## config.mk

```make
export PLATFORM = sky130hd
export DESIGN_NAME = reg_writeback_unit
export DESIGN_NICKNAME = d
export VERILOG_FILES = /design/src/rtl/wb_pkg.sv /design/src/rtl/wb_fifo.sv /design/src/rtl/reg_writeback_unit.sv
export SDC_FILE = /design/constraint.sdc
export NUM_CORES = 1
export LEC_CHECK = 0
export BUFFER_PORTS_ARGS = -buffer_cell sky130_fd_sc_hd__buf_2
export CORE_MARGIN = 4
export CORE_UTILIZATION = 32
export DETAILED_ROUTE_END_ITERATION = 16
export GPL_TIMING_DRIVEN = 0
export PLACE_DENSITY = 0.49
export SLEW_MARGIN = 20
export SYNTH_ARGS = -nofsm -noshare
export SYNTH_HDL_FRONTEND = slang
export SYNTH_HIERARCHICAL = 1
export SYNTH_SLANG_ARGS = --single-unit
```

## constraint.sdc

```tcl
create_clock -name clk -period 5.5 [get_ports clk]
set_input_delay 1.1 -clock clk [delete_from_list [all_inputs] [get_ports clk]]
set_output_delay 1.1 -clock clk [all_outputs]
set_load 0.02 [all_outputs]
```

## src/rtl/wb_pkg.sv

```systemverilog
// Shared constants, entry type, occupancy encoding and one-hot decode for the
// register writeback unit.
package wb_pkg;

    localparam int REG_W  = 32;
    localparam int ADDR_W = 5;
    localparam int NREGS  = 32;

    typedef struct packed {
        logic [ADDR_W-1:0] rd;
        logic [REG_W-1:0]  data;
    } wb_entry_t;

    typedef enum logic [1:0] {
        OCC_EMPTY,
        OCC_PARTIAL,
        OCC_FULL
    } occ_t;

    // R0 is hard-wired, so its select line never asserts.
    function automatic logic [NREGS-1:0] reg_onehot(input logic [ADDR_W-1:0] rd);
        reg_onehot = '0;
        if (rd != '0) reg_onehot[rd] = 1'b1;
    endfunction

endpackage

```

## src/rtl/wb_fifo.sv

```systemverilog
// Pending-write queue: DEPTH entries with push/pop, occupancy FSM, and all
// entries exposed so the bypass search can see them.
module wb_fifo
    import wb_pkg::*;
#(
    parameter int DEPTH = 4
) (
    input  logic                     clk,
    input  logic                     reset,
    input  logic                     push,
    input  logic                     pop,
    input  wb_entry_t                push_entry,
    output logic [$clog2(DEPTH):0]   count,
    output logic                     full,
    output logic [$clog2(DEPTH)-1:0] rd_ptr,
    output wb_entry_t                head,
    output wb_entry_t                entries [DEPTH]
);

    localparam int PW = $clog2(DEPTH);
    localparam int CW = PW + 1;

    wb_entry_t         mem [DEPTH];
    logic [PW-1:0]     wr_ptr;
    occ_t              state, state_next;
    logic              push_ok, pop_ok;

    assign push_ok = push && (state != OCC_FULL);
    assign pop_ok  = pop && (state != OCC_EMPTY);
    assign full    = (state == OCC_FULL);
    assign head    = mem[rd_ptr];
    assign entries = mem;

    always_ff @(posedge clk) begin
        if (push_ok) mem[wr_ptr] <= push_entry;
    end

    // Pointer width equals log2(DEPTH), so wrap-around is the natural overflow.
    always_ff @(posedge clk) begin
        if (reset) begin
            wr_ptr <= '0;
            rd_ptr <= '0;
            count  <= '0;
            state  <= OCC_EMPTY;
        end else begin
            if (push_ok) wr_ptr <= wr_ptr + 1'b1;
            if (pop_ok)  rd_ptr <= rd_ptr + 1'b1;
            if (push_ok && !pop_ok)      count <= count + 1'b1;
            else if (pop_ok && !push_ok) count <= count - 1'b1;
            state <= state_next;
        end
    end

    always_comb begin
        state_next = state;
        case (state)
            OCC_EMPTY: begin
                if (push_ok) state_next = OCC_PARTIAL;
            end
            OCC_PARTIAL: begin
                if (push_ok && !pop_ok && count == CW'(DEPTH - 1))
                    state_next = OCC_FULL;
                else if (pop_ok && !push_ok && count == CW'(1))
                    state_next = OCC_EMPTY;
            end
            OCC_FULL: begin
                if (pop_ok) state_next = OCC_PARTIAL;
            end
            default: state_next = OCC_EMPTY;
        endcase
    end

endmodule

```

## src/rtl/reg_writeback_unit.sv

```systemverilog
// Register writeback unit: queues write requests, drains one per cycle into
// registered strobe/select/data outputs. Optional bypass search: WB_BYPASS_EN.
module reg_writeback_unit
    import wb_pkg::*;
#(
    parameter int DEPTH = 4
) (
    input  logic                   clk,
    input  logic                   reset,
    input  logic                   in_valid,
    output logic                   in_ready,
    input  logic [ADDR_W-1:0]      in_rd,
    input  logic [REG_W-1:0]       in_data,
    output logic                   regWrite,
    output logic [NREGS-1:0]       decOut,
    output logic [REG_W-1:0]       writeData,
    input  logic [ADDR_W-1:0]      rs_addr,
    input  logic [ADDR_W-1:0]      rt_addr,
    output logic                   rs_hit,
    output logic                   rt_hit,
    output logic [REG_W-1:0]       rs_data,
    output logic [REG_W-1:0]       rt_data,
    output logic [$clog2(DEPTH):0] pend_cnt
);

    localparam int PW = $clog2(DEPTH);
    localparam int CW = PW + 1;

    logic          push, pop, full;
    logic [PW-1:0] rd_ptr;
    wb_entry_t     head;
    wb_entry_t     entries [DEPTH];
    logic [ADDR_W-1:0] out_rd;

    assign in_ready = !full && !reset;
    assign push     = in_valid && in_ready;
    assign pop      = (pend_cnt != '0);

    wb_fifo #(.DEPTH(DEPTH)) u_fifo (
        .clk        (clk),
        .reset      (reset),
        .push       (push),
        .pop        (pop),
        .push_entry ('{rd: in_rd, data: in_data}),
        .count      (pend_cnt),
        .full       (full),
        .rd_ptr     (rd_ptr),
        .head       (head),
        .entries    (entries)
    );

    always_ff @(posedge clk) begin
        if (reset) begin
            regWrite  <= 1'b0;
            decOut    <= '0;
            writeData <= '0;
            out_rd    <= '0;
        end else if (pop) begin
            regWrite  <= (head.rd != '0);
            decOut    <= reg_onehot(head.rd);
            writeData <= head.data;
            out_rd    <= head.rd;
        end else begin
            regWrite <= 1'b0;
            decOut   <= '0;
        end
    end

    logic             rs_hit_c, rt_hit_c;
    logic [REG_W-1:0] rs_data_c, rt_data_c;
    logic [PW-1:0]    idx;

    // Scan oldest to youngest so the last match (youngest) wins.
    always_comb begin
        rs_hit_c  = 1'b0;
        rt_hit_c  = 1'b0;
        rs_data_c = '0;
        rt_data_c = '0;
        idx       = '0;
        if (regWrite && out_rd == rs_addr) begin
            rs_hit_c  = 1'b1;
            rs_data_c = writeData;
        end
        if (regWrite && out_rd == rt_addr) begin
            rt_hit_c  = 1'b1;
            rt_data_c = writeData;
        end
        for (int unsigned k = 0; k < DEPTH; k++) begin
            idx = rd_ptr + PW'(k);
            if (CW'(k) < pend_cnt) begin
                if (entries[idx].rd == rs_addr) begin
                    rs_hit_c  = 1'b1;
                    rs_data_c = entries[idx].data;
                end
                if (entries[idx].rd == rt_addr) begin
                    rt_hit_c  = 1'b1;
                    rt_data_c = entries[idx].data;
                end
            end
        end
        if (rs_addr == '0) begin
            rs_hit_c  = 1'b0;
            rs_data_c = '0;
        end
        if (rt_addr == '0) begin
            rt_hit_c  = 1'b0;
            rt_data_c = '0;
        end
    end

`ifdef WB_BYPASS_EN
    assign rs_hit  = rs_hit_c;
    assign rt_hit  = rt_hit_c;
    assign rs_data = rs_data_c;
    assign rt_data = rt_data_c;
`else
    logic unused_bypass;
    assign unused_bypass = ^{rs_hit_c, rt_hit_c, rs_data_c, rt_data_c};
    assign rs_hit  = 1'b0;
    assign rt_hit  = 1'b0;
    assign rs_data = '0;
    assign rt_data = '0;
`endif

endmodule

```

==> metrics.txt, run 1 <==
outcome=finished clean; Iter 0 DRT Violations=274; Diodes inserted=0; maxcap violations=0; Peak supply drop=293 uV; LEAKAGE=4.23 nW; critical path's largest stage delay=0.20 ns; crit end category=primary output; setup bufs post-CTS=0; core footprint=27200 um^2; Setup TNS=0 ns; Max Slew Vio Count=0; H-tree levels=1; vias in the first global route=5524; cts hold-fix bufs=0; routed wire length=20400 um; Root Driver=clkbuf_16; Primary FF master, synth=edfxtp_1; die area=30500 um^2; WS Path Type=in2out; Worst Path Arrival=1.78 ns; hold violation total from the final report=0; vias per inst=4.54; GPL Wtd Cong=0.764; total power=4.15 mW; P&R area growth vs syn=23.9%; antenna viol nets, final=0; Mapped Area=8890 um^2; f_max=348 MHz; CP Buf/Inv Count=3; Starting Density=32.7%; DIE HEIGHT=175 um; Reg clk slew, reported paths=0.06 ns; first-pass GRT wire length=31500 um; Crit Path Max Fanout=10; Fillers=2560; drt pass-1 iters=4; Mean Syn Cell Area=15.6 um^2; worst-case clock buffer depth=3; sequential fraction of the synthesis area=66.6%; worst hold path startpoint=u_fifo/wr_ptr[1]; placed cells=1119; min Tclk post-route=2.88 ns; Setup crit start kind=input port; Worst R2R Setup Slack=2.84 ns; Hold Crit Depth=2; TritonCTS clock tree=done; most used cell, CP=buf_2; RSZ-0062 raised after global routing=false; Mapped Cells=571; warnings from Yosys=6; wire per inst=17.5 um; Detailed Place HPWL=13800 um; most frequent cells in the layout=edfxtp_1, buf_2, dfxtp_1, buf_4, conb_1; GRT Total Usage=13.1%; Synth cell types=37; PostCTS Resize Cnt=0; Setup violations, final=0; Core Util, Final=40.5%; grt ovf=0; port bufs=108; fin nets=833; pin count of the biggest net entering global routing=38; power per cell area=377 nW/um^2; # clock sinks=222; share of layout cells above drive strength 1=35.7%; Placement Setup Slack=2.19 ns; Crit path depth=4; Post-Layout Cell Count=1163; R2R cell count=8; Hold Crit Class=reg2reg; FF-to-FF End=u_fifo/entries[83]; final worst setup slack=2.62 ns; sink of the worst hold path=u_fifo/wr_ptr[1]; initial antenna violation count=4; Worst Skew=0.0163 ns; CTS buffer count=24; Worst Path Required=4.40 ns; row count=60; cell family with most CP delay=buffers and inverters; Worst Tran Pin Value=0.767 ns; worst r2r src=u_fifo/state[0]; I/O pins=185; Crit-path slowest cell=buf_2; crit-path cells=buf_2 -> buf_2 -> nor2_1 -> buf_2; Die X=175 um; period utilization=52.3%; Remaining DRCs=0; Slew headroom=48.9%; Post-synth EDFFs=148; clk_lat worst skew=0.53 ns; asr flop ratio synth=0%; Yosys reg bits=222; routed vias=5278; commonest non-fill, non-tap cell in the layout=edfxtp_1
[worst register-to-register path: cells and delay by family (launching register included)]
kind | cells | cell delay (ns)
simple gates | 4 | 1.08
buf+inv | 4 | 0.86
flops | 1 | 0.40
[cell type report]
| type | count | area [um^2] | area share [%] |
|---|---|---|---|
| Multi-Input combinational cell | 295 | 2450 | 22.2 |
| Sequential cell | 222 | 5930 | 53.8 |
| Buffer | 108 | 737 | 6.69 |
| Inverter | 12 | 45.0 | 0.409 |
| Tap cell | 372 | 465 | 4.22 |
| Clock buffer | 33 | 678 | 6.16 |
| Timing Repair Buffer | 110 | 581 | 5.27 |
| Clock inverter | 11 | 139 | 1.26 |
[power breakdown]
part / switching [mW] / total (mW) / internal [mW]
registers: 0.0427 / 1.90 / 1.86
clock network: 0.656 / 1.62 / 0.965
logic: 0.388 / 0.633 / 0.245
[worst max-delay path by stage]
stage / from / end
after global routing: reset / in_ready
after global placement: reset / u_fifo/entries[54]
final: reset / in_ready
after CTS: reset / in_ready
after floorplan: reset / u_fifo/entries[111]
after detailed placement: reset / u_fifo/entries[91]
[per-stage QoR]
step	area, um^2	hold WS (ns)
after CTS	11000	0.538
after floorplan	9140	0.484
after global placement	10100	0.493
after global routing	11000	0.576
final	11000	0.549
after detailed placement	10200	0.528
[flip-flops by register name, summed over array words and instances, names as in the netlist]
name and cells:
writeData 32, u_fifo/wr_ptr 2, u_fifo/entries 148, u_fifo/rd_ptr 2, decOut 32, regWrite 1, u_fifo/count 3, u_fifo/state 2
[per-layer routing]
| layer | global-route usage (%) | vias to the layer above | part of all wire [%] |
|---|---|---|---|
| met2 | 22.3 | 200 | 48 |
| li1 | - | 2469 | - |
| met3 | 3.94 | 37 | 7.9 |
| met5 | 0 | - | 0.21 |
| met4 | 3.60 | 8 | 2.3 |
| met1 | 16.2 | 2564 | 42 |
[synthesized netlist by cell type (3+ instances only)]
| cell | count | area share (%) |
|---|---|---|
| or4b_1 | 32 | 3.6 |
| ha_1 | 10 | 1.4 |
| and3_1 | 4 | 0.28 |
| nor3_1 | 31 | 1.7 |
| nand2_1 | 3 | 0.13 |
| o21ai_0 | 4 | 0.23 |
| nand3_1 | 4 | 0.23 |
| buf_2 | 12 | 0.68 |
| inv_1 | 12 | 0.51 |
| edfxtp_1 | 148 | 50 |
| dfxtp_1 | 74 | 17 |
| xor2_1 | 3 | 0.30 |
| nor2_1 | 8 | 0.34 |
| clkbuf_1 | 18 | 0.76 |
| o31ai_1 | 32 | 2.7 |
| buf_4 | 68 | 5.7 |
| or3b_1 | 5 | 0.49 |
| mux4_2 | 37 | 9.4 |
| buf_6 | 8 | 1.0 |
| a21oi_1 | 36 | 2.0 |
| nand3b_1 | 4 | 0.34 |
[cell families (layout without fill, tap and decap cells)]
logic type,Yosys count,in the layout,synth area share (%)
buf+inv,120,274,8.79
mux,39,39,9.59
fa+ha+maj,10,10,1.41
xor+xnor,4,4,0.394
simple gates,99,99,7.79
other cells,1,67,0.0422
compound gates,76,76,5.35
flops,222,222,66.6
Power figures use the tool's default switching activity.
==> run 2: changes to the inputs <==
--- a/config.mk
+++ b/config.mk
@@ -5,6 +5,7 @@
 export SDC_FILE = /design/constraint.sdc
 export NUM_CORES = 1
 export LEC_CHECK = 0
+export ABC_AREA = 1
 export BUFFER_PORTS_ARGS = -buffer_cell sky130_fd_sc_hd__buf_2
 export CORE_MARGIN = 4
 export CORE_UTILIZATION = 32
==> constraint.sdc (replaced) <==
create_clock -name clk -period 2.9 [get_ports clk]
set_input_delay 0.58 -clock clk [delete_from_list [all_inputs] [get_ports clk]]
set_output_delay 0.58 -clock clk [all_outputs]
set_load 0.02 [all_outputs]
==> metrics.txt, run 2 <==
Post-synth EDFFs=148; sequential fraction of the synthesis area=66.9%; Iter 0 DRT Violations=265; core footprint=27100 um^2; Mapped Cells=772; Synth cell types=31; hold violation total from the final report=0; Primary FF master, synth=edfxtp_1; Root Driver=clkbuf_16; cell taking the most area after synthesis=edfxtp_1; DIE HEIGHT=174 um; worst-case clock buffer depth=3; most frequent cells in the layout=nor2_1, edfxtp_1, buf_2, o21ai_0, dfxtp_1; Max Slew Vio Count=0; CTS buffer count=24; commonest non-fill, non-tap cell in the layout=nor2_1; setup bufs post-CTS=0; H-tree levels=1; pin count of the biggest net entering global routing=19; cts hold-fix bufs=0; Yosys reg bits=222; LEAKAGE=4.54 nW; Remaining DRCs=0; placed cells=1326; Post-Layout Cell Count=1370; max reg flops=148; Diodes inserted=0; GPL Wtd Cong=0.734; cell area after layout=11200 um^2; wire per inst=15.5 um; Setup violations, final=0; crit end category=register; Worst Tran Pin Value=0.692 ns; clk_lat worst skew=0.53 ns; vias in the first global route=5611; final worst setup slack=0.443 ns; port bufs=108; hold slack final=0.263 ns; Worst Path Arrival=2.70 ns; first-pass GRT wire length=32400 um; Peak supply drop=538 uV; Mapped Area=8860 um^2; Setup crit start kind=register; Slew headroom=53.9%; fin nets=1040; placed standard-cell area=10300 um^2; Core Util, Final=41.3%; row count=60; outcome=finished clean; min Tclk post-route=2.46 ns; maxcap violations=0; RSZ-0062 raised after global routing=false; Reg clk slew, reported paths=0.06 ns; Mean Syn Cell Area=11.5 um^2; Worst Path Required=3.14 ns; Hold Crit Class=in2reg; Detailed Place HPWL=14400 um; die area=30400 um^2; routed wire length=21200 um; most frequent cell after synthesis=nor2_1; drt pass-1 iters=4; Starting Density=32.7%; Worst Skew=0.0188 ns; TritonCTS clock tree=done; P&R area growth vs syn=26.3%; PostCTS Resize Cnt=0; most frequent cells after synthesis=nor2_1, edfxtp_1, o21ai_0; Placement Setup Slack=0.208 ns; period utilization=84.7%; routed vias=5843; Die X=174 um; antenna viol nets, final=0; warnings from Yosys=6; initial antenna violation count=2; # clock sinks=222; GRT Total Usage=13.4%; share of layout cells above drive strength 1=29.0%; Crit Path Max Fanout=17; grt ovf=0; top cells by area, synth=edfxtp_1, dfxtp_1, nor2_1; I/O pins=185; f_max=407 MHz; asr flop ratio synth=0%; WS Path Type=reg2reg; Yosys top cell area share=50.2%; vias per inst=4.26; power per cell area=747 nW/um^2
[run 2: changes by cell type in the layout (fill, tap and decap cells not counted), sizes merged, moves of 28 or more]
| cell | before | now |
|---|---|---|
| a21oi | 36 | 8 |
| o21ai | 4 | 113 |
| mux4 | 37 | 0 |
| nor2 | 8 | 190 |
| or4b | 32 | 0 |
| o22ai | 0 | 37 |
| nand2 | 3 | 44 |
| o31ai | 32 | 0 |
[run 2: final cells by class]
class / instances / area (um^2)
multi-input cells: 482 / 2330
inverters: 33 / 124
clock buffers: 35 / 724
fillers: 2656 / 15900
repair buffers: 116 / 748
clock inverters: 9 / 118
well taps: 372 / 465
flip-flops and latches: 222 / 5930
plain buffers: 101 / 754
[run 2: metrics by stage]
step / total power [mW] / setup TNS (ns)
floorplan: 4.77 / -19.49
global placement: 5.28 / -298.69
detailed placement: 5.30 / 0
CTS: 8.47 / 0
global route: 8.77 / 0
finish: 8.35 / 0
[run 2: kinds of logic after synthesis]
group | count (synthesis) | share of synthesized area [%]
simple gates | 245 | 12.0
flops | 222 | 66.9
xor+xnor | 1 | 0.0989
compound gates | 159 | 9.66
buf+inv | 134 | 9.92
other cells | 1 | 0.0423
fa+ha+maj | 10 | 1.41
[run 2: critical path, stage by stage, from the launching register on]
cell     delay, ns
dfxtp_1       0.34
inv_1         0.07
nand2_1       0.09
inv_1         0.08
nor3b_1       0.40
nand2_2       0.30
nor2_4        0.46
buf_16        0.23
buf_8         0.18
[run 2: where the power goes]
group	switching, mW	internal (mW)
combinational	1.05	0.494
clock	1.22	1.92
sequential	0.0914	3.58
[run 2: path summary, 6_finish.rpt]
kind,depth (start not counted),slack (ns),endpoint,from
worst max-delay path,8,0.44,u_fifo/entries[115],u_fifo/state[0]
worst min register to register,2,0.51,writeData[11],writeData[11]
worst max register to register,8,0.44,u_fifo/entries[115],u_fifo/state[0]
worst min-delay path,1,0.26,u_fifo/entries[64],in_data[27]
[run 2: routing by layer]
layer	vias up	GRT usage (%)	share of wire, %
li1	2927	-	-
met3	34	2.74	6.1
met5	-	0	0.099
met4	4	3.66	2.4
met1	2703	18.7	47
met2	175	21.4	44
